[src/rtl/ahb_master_req_ctrl.sv]
// Master-side AHB request/address-phase controller: requests the bus, issues INCR word beats,
// and resumes the remaining beats after a mid-burst grant loss. Flags starvation while waiting.
module ahb_master_req_ctrl #(
    parameter int ADDR_W       = 32,
    parameter int STARVE_LIMIT = 64
) (
    input  logic              clk,
    input  logic              reset,
    input  logic              cmd_valid,
    output logic              cmd_ready,
    input  logic [ADDR_W-1:0] cmd_addr,
    input  logic [4:0]        cmd_len,
    input  logic              cmd_write,
    input  logic              grant,
    input  logic              hready,
    output logic              req,
    output logic [1:0]        htrans,
    output logic [ADDR_W-1:0] haddr,
    output logic              hwrite,
    output logic              done,
    output logic              starve
);

    typedef enum logic [1:0] {
        S_IDLE = 2'd0,
        S_REQ  = 2'd1,
        S_XFER = 2'd2
    } state_t;

    localparam logic [1:0] HT_IDLE   = 2'b00;
    localparam logic [1:0] HT_NONSEQ = 2'b10;
    localparam logic [1:0] HT_SEQ    = 2'b11;
    localparam logic [7:0] STARVE_TH = 8'(STARVE_LIMIT);

    function automatic logic [7:0] sat_inc8(input logic [7:0] v);
        return (v == 8'hFF) ? v : v + 8'd1;
    endfunction

    function automatic logic [4:0] clamp_len(input logic [4:0] v);
        return (v > 5'd16) ? 5'd16 : v;
    endfunction

    state_t            state, state_d;
    logic [ADDR_W-1:0] addr, addr_d, addr_inc, addr_aligned, haddr_d;
    logic [4:0]        remaining, remaining_d, rem_dec, len_c;
    logic [7:0]        wait_cnt, wait_cnt_d, wait_inc;
    logic              req_d, hwrite_d, done_d, starve_d;
    logic [1:0]        htrans_d;
    logic              unused_addr_bits;

    assign unused_addr_bits = ^cmd_addr[1:0];
    assign addr_aligned     = {cmd_addr[ADDR_W-1:2], 2'b00};
    assign addr_inc         = addr + ADDR_W'(4);
    assign rem_dec          = remaining - 5'd1;
    assign len_c            = clamp_len(cmd_len);
    assign wait_inc         = sat_inc8(wait_cnt);
    assign cmd_ready        = (state == S_IDLE);

    always_comb begin
        state_d     = state;
        addr_d      = addr;
        remaining_d = remaining;
        wait_cnt_d  = wait_cnt;
        req_d       = req;
        htrans_d    = htrans;
        haddr_d     = haddr;
        hwrite_d    = hwrite;
        done_d      = 1'b0;
        starve_d    = 1'b0;
        case (state)
            S_IDLE: begin
                if (cmd_valid) begin
                    addr_d      = addr_aligned;
                    remaining_d = len_c;
                    if (len_c != 5'd0) begin
                        state_d    = S_REQ;
                        req_d      = 1'b1;
                        htrans_d   = HT_IDLE;
                        haddr_d    = addr_aligned;
                        hwrite_d   = cmd_write;
                        wait_cnt_d = 8'd0;
                    end else begin
                        done_d = 1'b1;
                    end
                end
            end
            S_REQ: begin
                if (grant && hready) begin
                    state_d    = S_XFER;
                    htrans_d   = HT_NONSEQ;
                    haddr_d    = addr;
                    wait_cnt_d = 8'd0;
                end else begin
                    wait_cnt_d = wait_inc;
                    starve_d   = (wait_inc >= STARVE_TH);
                end
            end
            S_XFER: begin
                // Grant is only meaningful on edges that accept a beat.
                if (hready) begin
                    remaining_d = rem_dec;
                    addr_d      = addr_inc;
                    if (rem_dec == 5'd0) begin
                        state_d  = S_IDLE;
                        req_d    = 1'b0;
                        htrans_d = HT_IDLE;
                        done_d   = 1'b1;
                    end else if (grant) begin
                        htrans_d = (addr_inc[9:0] == 10'd0) ? HT_NONSEQ : HT_SEQ;
                        haddr_d  = addr_inc;
                    end else begin
                        state_d  = S_REQ;
                        htrans_d = HT_IDLE;
                        haddr_d  = addr_inc;
                    end
                end
            end
            default: begin
                state_d  = S_IDLE;
                req_d    = 1'b0;
                htrans_d = HT_IDLE;
            end
        endcase
    end

    always_ff @(posedge clk or negedge reset) begin
        if (!reset) begin
            state     <= S_IDLE;
            addr      <= '0;
            remaining <= 5'd0;
            wait_cnt  <= 8'd0;
            req       <= 1'b0;
            htrans    <= HT_IDLE;
            haddr     <= '0;
            hwrite    <= 1'b0;
            done      <= 1'b0;
            starve    <= 1'b0;
        end else begin
            state     <= state_d;
            addr      <= addr_d;
            remaining <= remaining_d;
            wait_cnt  <= wait_cnt_d;
            req       <= req_d;
            htrans    <= htrans_d;
            haddr     <= haddr_d;
            hwrite    <= hwrite_d;
            done      <= done_d;
            starve    <= starve_d;
        end
    end

endmodule

[config.mk]
export PLATFORM = sky130hd
export DESIGN_NAME = ahb_master_req_ctrl
export DESIGN_NICKNAME = d
export VERILOG_FILES = /design/src/rtl/ahb_master_req_ctrl.sv
export SDC_FILE = /design/constraint.sdc
export NUM_CORES = 1
export LEC_CHECK = 0
export ABC_AREA = 0
export BUFFER_PORTS_ARGS = -buffer_cell sky130_fd_sc_hd__buf_2
export CORE_ASPECT_RATIO = 0.5
export CORE_MARGIN = 1.5
export CORE_UTILIZATION = 57
export DETAILED_ROUTE_END_ITERATION = 12
export HOLD_SLACK_MARGIN = 0.06
export PLACE_DENSITY = 0.83
export SLEW_MARGIN = 10
export SYNTH_ARGS = -nofsm -noshare
export SYNTH_HDL_FRONTEND = slang
export SYNTH_SLANG_ARGS = --single-unit
[constraint.sdc]
create_clock -name clk -period 2.6 [get_ports clk]
set_input_delay 0.26 -clock clk [delete_from_list [all_inputs] [get_ports clk]]
set_output_delay 0.26 -clock clk [all_outputs]
set_load 0.02 [all_outputs]
==> flow_metrics.tcl, run 1 <==
set metrics [dict create \
    ctsRootBufferMaster "clkbuf_16" \
    fmax_ghz 0.4292 \
    ys_seq_area_share_pct 39.87 \
    cts_inserted_buffers 9 \
    clk_latency_ns 0.35 \
    tightestPinTransition_ns 0.6386 \
    dp_cells 785 \
    grt_max_degree 61 \
    p_clk_share_pct 14.5 \
    dpl.hpwl_microns 8167 \
    crit_slowest_cell "or3_1" \
    status "complete, no violations" \
    rsz0062_at_grt "no" \
    dr.pass1.iters 5 \
    post_drt_wl_per_cell_microns 15.49 \
    yosys.area_share.simple_pct 21.95 \
    synth.avg_cell_area_sq_um 8.314 \
    power_density_nw_per_um2 1436 \
    synth_fa_ha_area_share_pct 2.431 \
    drc 0 \
    cts_sinks 82 \
    start_util_pct 58.89 \
    dpl_cell_area_sq_um 5660 \
    vias 4835 \
    die_area_sq_um 9642 \
    final_hold_viol_count 0 \
    p_int_mw 4.417 \
    synthCells 619 \
    fillers 731 \
    relSlewSlack_pct 57.43 \
    ys.flop_type "dfrtp_1" \
    layout.nets 733 \
    synth_top_area_share_pct 39.87 \
    fin_crit_sh_pct 89.61 \
    synth_seq_cells 82 \
    power_mw 8.562 \
    synth_compound_area_share_pct 22.66 \
    synthMuxAreaShare_pct 2.164 \
    path_clk_slew_ns 0.06 \
    wl_microns 12420 \
    wl_met3_microns 678 \
    share_seq_of_total_power_pct 30.2 \
    path_max_fanout 8 \
    p_comb_share_pct 55.4 \
    max_stage_delay_ns 0.51 \
    wirelength_met1_microns 5746 \
    r2r_slack_ns 0.27 \
    post_drt_via_cell_ratio 6.029 \
    syn_nets 672 \
    grt_overflow 0 \
    startpoint_type "register" \
    cp-end-kind "register" \
    top_layer_used "met4" \
    cts_tree "done" \
    final_cells 802 \
    boundaryPins 82 \
    area_growth_pct 15.83 \
    fin_area_sq_um 5961 \
    cap_violations 0 \
    fin_skew_ns 0.006969 \
    dr_wl_met2_microns 5840 \
    die-height_microns 70.19 \
    p_switching_mw 4.145 \
    arrival_ns 2.56 \
    cpMostUsedCell "or3_1" \
    postRouteAntennaNets 0 \
    synth.area.top_cells "dfrtp_1 (40%), o21ai_0 (6.1%), nand2_1 (6.1%)" \
    vdd_drop_max_mv 0.9594 \
    antenna_found_initial 0 \
    place.gp.congestion 0.8702 \
    hold_class "input pin to register" \
    fin_crit_ns 2.330 \
    coreArea_sq_um 8738 \
    yosysTopAreaCell "dfrtp_1" \
    critical_path_class "register to register" \
    synth_top_family_by_area "compound AO/OA/AOI/OAI gates" \
    fp-row-count 24 \
    leakage_nw 2.629 \
    cp_top_family "simple AND/OR/NAND/NOR gates" \
    drt_iter0_markers 351 \
    slew_violations 0 \
    ys_warn_count 0 \
    clk_path_buf_depth 2 \
    tns_ns 0 \
    port_buffers 79 \
    syn-cell-area_sq_um 5146 \
    die_w_microns 137.4 \
    required_ns 2.83 \
    drive_gt1_share_pct 20.58 \
    finalSetupViolCount 0 \
    ys_async_sr_fraction_pct 100.0 \
    synth_edf_count 0 \
    cts_max_level 3 \
    synth-xor-area-share_pct 5.446 \
    track_usage_pct 26.99 \
    synthDistinctLibCells 58 \
    worstPathCellList "ha_1 -> nand4_1 -> or3_1 -> or3_1 -> xnor2_1 -> a21oi_1 -> o21ai_1" \
    p_sw_share_pct 48.41 \
    grt_pass1_vias 4356 \
    grt_pass1_wl_microns 20560 \
    diodes 0 \
    cts_setup_buffers 0 \
    path_buf_inv 0 \
]
==> routing by layer <==
metal | vias up | track usage (%)
li1 | 2340 | -
met1 | 2316 | 36.98
met2 | 160 | 43.16
met3 | 19 | 5.519
met4 | 0 | 8.538
met5 | - | 0
==> state kept, by name, summed over array words and instances, names as in the netlist, 2 cells and up <==
name       flops
addr          30
remaining      5
htrans         2
state          2
haddr         31
wait_cnt       8
==> what timing repair did <==
item                                   in CTS  in global routing
hold buffers                                1                  0
gates resized for setup                     0                  0
setup endpoints to repair                   0                  0
endpoints found under the hold margin      43                  0
==> worst reg2reg max path, delay by kind of cell, from the launching register on <==
kind                     cells  cell delay, ns
adder cells (fa/ha/maj)      1            0.24
XOR/XNOR                     1            0.14
flip-flops                   1            0.49
AO/OA/AOI/OAI                2            0.27
AND/OR/NAND/NOR              3            1.07
==> layout make-up <==
type                       count  area, sq um  share of cell area, %
timing repair buffer          99        575.6                  9.656
inverter                      17        63.81                  1.071
clock buffer                  11        252.7                  4.240
sequential                    82         2052                  34.42
multi-input combinational    471         2833                  47.52
clock inverter                 5        37.54                 0.6297
tap                          117        146.4                  2.456
==> final timing paths <==
path,startpoint,to,cells after the start
setup / recovery,addr[3]$_DFFE_PN0P_,haddr[24]$_DFFE_PN0P_,7
hold / removal,cmd_write,hwrite$_DFFE_PN0P_,2
setup reg to reg,addr[3]$_DFFE_PN0P_,haddr[24]$_DFFE_PN0P_,7
hold reg to reg,haddr[3]$_DFFE_PN0P_,haddr[3]$_DFFE_PN0P_,2
max in group asynchronous,reset,haddr[27]$_DFFE_PN0P_,3
min in group asynchronous,reset,wait_cnt[2]$_DFFE_PN0P_,2
==> power groups by stage <==
stage | Clock (mW) | Sequential (mW) | Combinational (mW)
final | 1.24 | 2.58 | 4.74
after CTS | 1.25 | 2.57 | 4.72
after detailed placement | 0 | 2.59 | 4.67
after global routing | 1.30 | 2.69 | 5.27
after floorplan | 0 | 2.63 | 3.38
after global placement | 0 | 2.55 | 4.55
==> kinds of logic after synthesis <==
logic type / count (synthesis)
XOR/XNOR: 32
flip-flops: 82
adder cells (fa/ha/maj): 10
buffers and inverters: 66
multiplexers: 11
AND/OR/NAND/NOR: 223
AO/OA/AOI/OAI: 195
==> stage by stage <==
stage               hold slack, ns  util (%)  setup WS [ns]
floorplan                 -0.03559         -         0.2798
detailed placement          0.3073     64.78         0.3147
global placement            0.2949     64.78         0.3364
CTS                         0.1396     68.21         0.2833
global route                0.1587     68.21        0.08936
finish                      0.1460     68.21         0.2703
==> cell usage in the layout (no fill, tap or decap), types with 3 or more instances in the layout <==
cell / netlist / layout
o21ai_0: 63 / 63
nand4_1: 4 / 4
nand2_1: 84 / 84
ha_1: 10 / 9
a311oi_1: 7 / 7
xnor2_1: 17 / 17
nor2_1: 42 / 42
xor2_1: 15 / 15
o211ai_1: 3 / 3
a21oi_1: 53 / 53
a21o_1: 4 / 4
or2_2: 3 / 3
buf_2: 8 / 78
nand3_1: 37 / 37
o22ai_1: 29 / 29
inv_1: 15 / 15
mux2i_1: 10 / 10
or3_1: 5 / 5
nor3_1: 15 / 14
and3_1: 8 / 8
nor4_2: 3 / 3
o221a_2: 3 / 3
clkbuf_16: 0 / 9
a211oi_1: 6 / 5
dfrtp_1: 82 / 82
nor3_2: 3 / 4
buf_4: 3 / 18
and2_1: 5 / 5
o21ai_1: 4 / 4
a22oi_1: 7 / 7
==> cell usage after synthesis (15+ instances only) <==
| cell | count |
|---|---|
| nor2_1 | 42 |
| a21oi_1 | 53 |
| nand2_1 | 84 |
| o22ai_1 | 29 |
| xor2_1 | 15 |
| nand3_1 | 37 |
| nor3_1 | 15 |
| xnor2_1 | 17 |
| dfrtp_1 | 82 |
| o21ai_0 | 63 |
| clkbuf_1 | 33 |
| inv_1 | 15 |
No activity file was read; power rests on OpenSTA's default activity.
==> inputs of run 2 (changes only) <==
--- a/config.mk
+++ b/config.mk
@@ -8,11 +8,11 @@
 export ABC_AREA = 0
 export BUFFER_PORTS_ARGS = -buffer_cell sky130_fd_sc_hd__buf_2
 export CORE_ASPECT_RATIO = 0.5
-export CORE_MARGIN = 1.5
 export CORE_UTILIZATION = 57
 export DETAILED_ROUTE_END_ITERATION = 12
 export HOLD_SLACK_MARGIN = 0.06
 export PLACE_DENSITY = 0.83
+export RECOVER_POWER = 100
 export SLEW_MARGIN = 10
 export SYNTH_ARGS = -nofsm -noshare
 export SYNTH_HDL_FRONTEND = slang
==> run 2 against run 1 <==
Effect of this change: setup slack worse by 0.072 ns; sequential share of layout area grew 0.32 points; design area down 0.92%; global-route usage increased by 1.6 points; cell count fell by 0.12%; non-clock buffer count is the same; fmax decreased by 3.0%; critical path type unchanged.
==> flow_metrics.tcl, run 2 (same netlist as run 1, synthesis figures left out) <==
set metrics [dict create \
    dp_cells 785 \
    reg_top3 "haddr x31, addr x30, wait_cnt x8" \
    largest-register "haddr" \
    tns_ns 0 \
    layout_commonest_cell "nand2_1" \
    slew_violations 0 \
    die_w_microns 136.4 \
    regToRegEndpoint "haddr[17]$_DFFE_PN0P_" \
    final_hold_viol_count 0 \
    final_cell_mix "nand2_1 (84), dfrtp_1 (82), o21ai_0 (67), a21oi_1 (53), nor2_1 (42)" \
    path_max_fanout 11 \
    drc 0 \
    start_util_pct 58.89 \
    max_stage_delay_ns 0.68 \
    required_ns 2.85 \
    r2r_cells 6 \
    min_to "hwrite$_DFFE_PN0P_" \
    finalSetupViolCount 0 \
    share_seq_of_total_power_pct 30.2 \
    drive_gt1_share_pct 13.89 \
    worstPathCellList "nand4_1 -> nor4_2 -> nand3_1 -> xnor2_1 -> nand2_1 -> a311oi_1" \
    p_int_mw 4.440 \
    min_from "cmd_write" \
    antenna_found_initial 0 \
    fmax_ghz 0.4164 \
    dpl.hpwl_microns 8175 \
    hold_class "input pin to register" \
    fp-row-count 24 \
    relSlewSlack_pct 24.38 \
    fin_crit_sh_pct 92.36 \
    grt_overflow 0 \
    port_buffers 79 \
    layout.nets 733 \
    postRouteAntennaNets 0 \
    startpoint_type "register" \
    p_switching_mw 4.120 \
    crit_slowest_cell "nor4_2" \
    reg2reg_from "addr[4]$_DFFE_PN0P_" \
    fin_crit_ns 2.401 \
    wl_microns 12470 \
    final_cells 801 \
    cts_tree "done" \
    ctsRootBufferMaster "clkbuf_16" \
    tightestPinTransition_ns 1.134 \
    cap_violations 0 \
    p_sw_share_pct 48.13 \
    post_drt_wl_per_cell_microns 15.57 \
    cts_inserted_buffers 9 \
    vdd_drop_max_mv 0.8155 \
    dr.pass1.iters 5 \
    die_area_sq_um 9436 \
    leakage_nw 2.513 \
    cts_sinks 82 \
    cp-end-kind "register" \
    place.gp.congestion 0.7851 \
    track_usage_pct 28.57 \
    clk_latency_ns 0.34 \
    critical_path_class "register to register" \
    grt_max_degree 61 \
    path_buf_inv 0 \
    cts_max_level 3 \
    die-height_microns 69.19 \
    grt_pass1_vias 4512 \
    clk_path_buf_depth 2 \
    vias 4825 \
    power_density_nw_per_um2 1449 \
    status "complete, no violations" \
    post_drt_via_cell_ratio 6.024 \
    p_comb_share_pct 54.3 \
    r2r_slack_ns 0.20 \
    drt_iter0_markers 428 \
    coreArea_sq_um 8738 \
    boundaryPins 82 \
    diodes 0 \
    rsz0062_at_grt "no" \
    largest_reg_flops 31 \
    area_growth_pct 14.76 \
    p_clk_share_pct 15.5 \
    cp_top_family "simple AND/OR/NAND/NOR gates" \
    grt_pass1_wl_microns 21310 \
    arrival_ns 2.65 \
    fin_skew_ns 0.003929 \
    worstHoldPathCells 2 \
    path_clk_slew_ns 0.06 \
]
==> run 2: changes by cell type in the layout (fill, tap and decap cells not counted), sizes merged <==
cell / previous run / this run
buf: 98 / 57
bufinv: 0 / 1
clkbuf: 11 / 54
clkinv: 3 / 2
clkinvlp: 2 / 0
inv: 17 / 16
==> run 2: final cells by class <==
class                           count  area [sq um]
Fill cell                         721          2833
Multi-Input combinational cell    471          2818
Sequential cell                    82          2052
Timing Repair Buffer               99         520.5
Clock buffer                       13         270.3
Tap cell                          117         146.4
Inverter                           17         63.81
Clock inverter                      2         35.03
==> run 2: power groups by stage <==
stage | sequential [mW] | clock (mW) | combinational (mW)
after floorplan | 2.63 | 0 | 3.38
after global placement | 2.54 | 0 | 4.56
after detailed placement | 2.59 | 0 | 4.70
after CTS | 2.57 | 1.34 | 4.73
after global routing | 2.69 | 1.39 | 5.20
final | 2.59 | 1.33 | 4.65
==> run 2: worst reg2reg max path: cells and delay by family (launching register included) <==
kind	cells	cell delay [ns]
and+or+nand+nor	4	1.28
AOI/OAI and AO/OA	1	0.28
xor gates and xnor gates	1	0.19
DFF	1	0.56
==> run 2: worst max-delay path by stage <==
stage	startpoint	to	slack [ns]	cells after the start
6_report	addr[4]$_DFFE_PN0P_	haddr[17]$_DFFE_PN0P_	0.20	6
5_1_grt	addr[4]$_DFFE_PN0P_	haddr[17]$_DFFE_PN0P_	0.03	6
4_1_cts	state[0]$_DFFE_PN0P_	haddr[25]$_DFFE_PN0P_	0.24	9
3_5_place_dp	cmd_len[4]	haddr[25]$_DFFE_PN0P_	0.20	8
3_3_place_gp	cmd_len[4]	haddr[10]$_DFFE_PN0P_	0.30	8
2_1_floorplan	state[0]$_DFFE_PN0P_	addr[20]$_DFFE_PN0P_	0.28	8
==> run 2: layer usage <==
layer	up-vias	track usage (%)	wire, microns
met5	-	0	0
met4	0	7.778	139
met3	15	6.871	932
met2	164	45.12	5711
met1	2305	39.34	5690
li1	2341	-	-
==> run 2: metrics by stage <==
step / setup slack, ns / hold WS, ns / area, sq um / util, % / total power [mW]
2_1_floorplan: 0.2798 / -0.03559 / 5146 / - / 6.012
3_3_place_gp: 0.2957 / 0.2908 / 5660 / 64.78 / 7.107
3_5_place_dp: 0.1962 / 0.2955 / 5660 / 64.78 / 7.283
4_1_cts: 0.2352 / 0.1476 / 5976 / 68.38 / 8.641
5_1_grt: 0.02963 / 0.1417 / 5906 / 67.58 / 9.279
6_report: 0.1986 / 0.1526 / 5906 / 67.58 / 8.560
==> run 2: repair_timing <==
action,4_1_cts,5_1_grt
setup buffers,0,0
endpoints found under the hold margin,40,0
endpoints found under the setup margin,0,0
hold buffers,1,0
gates resized for setup,0,0
==> inputs of run 3 (changes only) <==
--- a/config.mk
+++ b/config.mk
@@ -8,10 +8,11 @@
 export ABC_AREA = 0
 export BUFFER_PORTS_ARGS = -buffer_cell sky130_fd_sc_hd__buf_2
 export CORE_ASPECT_RATIO = 0.5
-export CORE_UTILIZATION = 57
+export CORE_UTILIZATION = 59
+export CTS_BUF_LIST = sky130_fd_sc_hd__clkbuf_4
 export DETAILED_ROUTE_END_ITERATION = 12
 export HOLD_SLACK_MARGIN = 0.06
-export PLACE_DENSITY = 0.83
+export PLACE_DENSITY = 0.86
 export RECOVER_POWER = 100
 export SLEW_MARGIN = 10
 export SYNTH_ARGS = -nofsm -noshare
==> run 3 against run 2 <==
Effect of this change: sequential power about the same; clock skew up 0.014 ns; power down 7.1%; cell count down 0.37%; critical path type unchanged; largest power group unchanged.
==> flow_metrics.tcl, run 3 (same netlist as run 1, synthesis figures left out) <==
set metrics [dict create \
    vias 4790 \
    arrival_ns 2.75 \
    start_util_pct 62.53 \
    track_usage_pct 28.62 \
    startpoint_type "register" \
    cts_tree "done" \
    power_density_nw_per_um2 1390 \
    drive_gt1_share_pct 13.99 \
    relSlewSlack_pct 28.70 \
    antenna_found_initial 0 \
    ctsRootBufferMaster "clkbuf_4" \
    layout.nets 734 \
    min_from "cmd_addr[18]" \
    fin_area_sq_um 5723 \
    area_growth_pct 11.21 \
    largest_reg_flops 31 \
    largest-register "haddr" \
    tightestPinTransition_ns 1.070 \
    vdd_drop_max_mv 0.9326 \
    cap_violations 0 \
    tns_ns 0 \
    status "complete, no violations" \
    dpl.hpwl_microns 8202 \
    cts_sinks 82 \
    clk_path_buf_depth 2 \
    boundaryPins 82 \
    dpl_cell_area_sq_um 5654 \
    required_ns 2.93 \
    leakage_nw 2.435 \
    fillers 696 \
    place.gp.congestion 0.8207 \
    drc 0 \
    grt_pass1_wl_microns 20390 \
    worstHoldPathCells 3 \
    grt_overflow 0 \
    rsz0062_at_grt "no" \
    cts_max_level 3 \
    grt_max_degree 61 \
    final_cell_mix "nand2_1 (84), dfrtp_1 (82), o21ai_0 (67), a21oi_1 (53), nor2_1 (42)" \
    finalSetupViolCount 0 \
    fmax_ghz 0.4134 \
    diodes 0 \
    die_w_microns 134.1 \
    port_buffers 79 \
    postRouteAntennaNets 0 \
    fin_skew_ns 0.01760 \
    critical_path_class "register to register" \
    slew_violations 0 \
    drt_iter0_markers 310 \
    coreArea_sq_um 8230 \
    hold_class "input pin to register" \
    cts_inserted_buffers 9 \
    fin_crit_sh_pct 93.04 \
    regToRegEndpoint "haddr[21]$_DFFE_PN0P_" \
    clk_latency_ns 0.45 \
    path_max_fanout 41 \
    reg2reg_from "remaining[2]$_DFFE_PN0P_" \
    cts_setup_buffers 0 \
    path_clk_slew_ns 0.14 \
    grt_pass1_vias 4389 \
    die_area_sq_um 9123 \
    dr.pass1.iters 5 \
    final_hold_viol_count 0 \
    min_to "addr[18]$_DFFE_PN0P_" \
    reg_top3 "haddr x31, addr x30, wait_cnt x8" \
    layout_commonest_cell "nand2_1" \
    r2r_cells 7 \
    wl_microns 12430 \
    fp-row-count 23 \
    cp-end-kind "register" \
    fin_crit_ns 2.419 \
    die-height_microns 68.04 \
    post_drt_via_cell_ratio 6.003 \
    post_drt_wl_per_cell_microns 15.57 \
    r2r_slack_ns 0.18 \
]
-- run 3: cell types whose count changed in the layout (fill, tap and decap cells not counted), sizes merged --
cell and delta:
clkinvlp +1, dlygate4sd3 +1, clkbuf -2, clkinv +4
buf -2
-- run 3: critical path, cell delays in order, from the launching register on --
cell      delay (ns)
dfrtp_1         0.47
or4_1           0.55
nand4_1         0.16
nor2_1          0.10
or3_1           0.35
clkbuf_4        0.34
nor3_1          0.25
a311oi_1        0.07
-- run 3: stage by stage --
stage	hold slack (ns)	std cells	worst slack, ns	util (%)	total power, mW
6_report	0.08792	798	0.1809	69.53	7.956
5_1_grt	0.06569	798	0.02163	69.53	8.645
4_1_cts	0.07562	798	0.2946	70.49	8.019
3_5_place_dp	0.2896	780	0.3109	68.70	7.281
3_3_place_gp	0.2918	780	0.3789	68.70	7.073
2_1_floorplan	-0.03559	619	0.2798	-	6.012
-- run 3: how the worst max path moves through the flow --
stage / from / endpoint / depth (start not counted)
detailed placement: remaining[2]$_DFFE_PN0P_ / haddr[21]$_DFFE_PN0P_ / 7
finish: remaining[2]$_DFFE_PN0P_ / haddr[21]$_DFFE_PN0P_ / 7
floorplan: state[0]$_DFFE_PN0P_ / addr[20]$_DFFE_PN0P_ / 8
global placement: addr[4]$_DFFE_PN0P_ / haddr[24]$_DFFE_PN0P_ / 6
CTS: remaining[2]$_DFFE_PN0P_ / haddr[21]$_DFFE_PN0P_ / 7
global route: remaining[0]$_DFFE_PN0P_ / haddr[17]$_DFFE_PN0P_ / 9
-- run 3: repair_timing --
| item | CTS | global route |
|---|---|---|
| hold buffers | 2 | 0 |
| gates resized for setup | 0 | 0 |
| hold endpoints to repair | 42 | 0 |
-- run 3: per-layer routing --
layer  part of all wire (%)  global-route usage (%)  vias to the layer above
met2                     47                   49.29                      160
met3                    6.1                   6.519                       17
li1                       -                       -                     2340
met5                      0                       0                        -
met1                     46                   36.80                     2273
met4                    1.1                   8.567                        0
-- run 3: area by class of cell --
cell class	instances	area, sq um	area share, %
inverter	17	63.81	1.115
multi-input combinational	471	2824	49.34
tap	112	140.1	2.449
clock inverter	7	60.06	1.049
clock buffer	9	67.56	1.181
sequential	82	2052	35.85
timing repair buffer	100	515.5	9.007
-- run 3: power by group --
part / internal [mW] / switching, mW / total, mW
clock network: 0.282 / 0.456 / 0.738
registers: 1.89 / 0.676 / 2.56
logic: 1.71 / 2.94 / 4.65
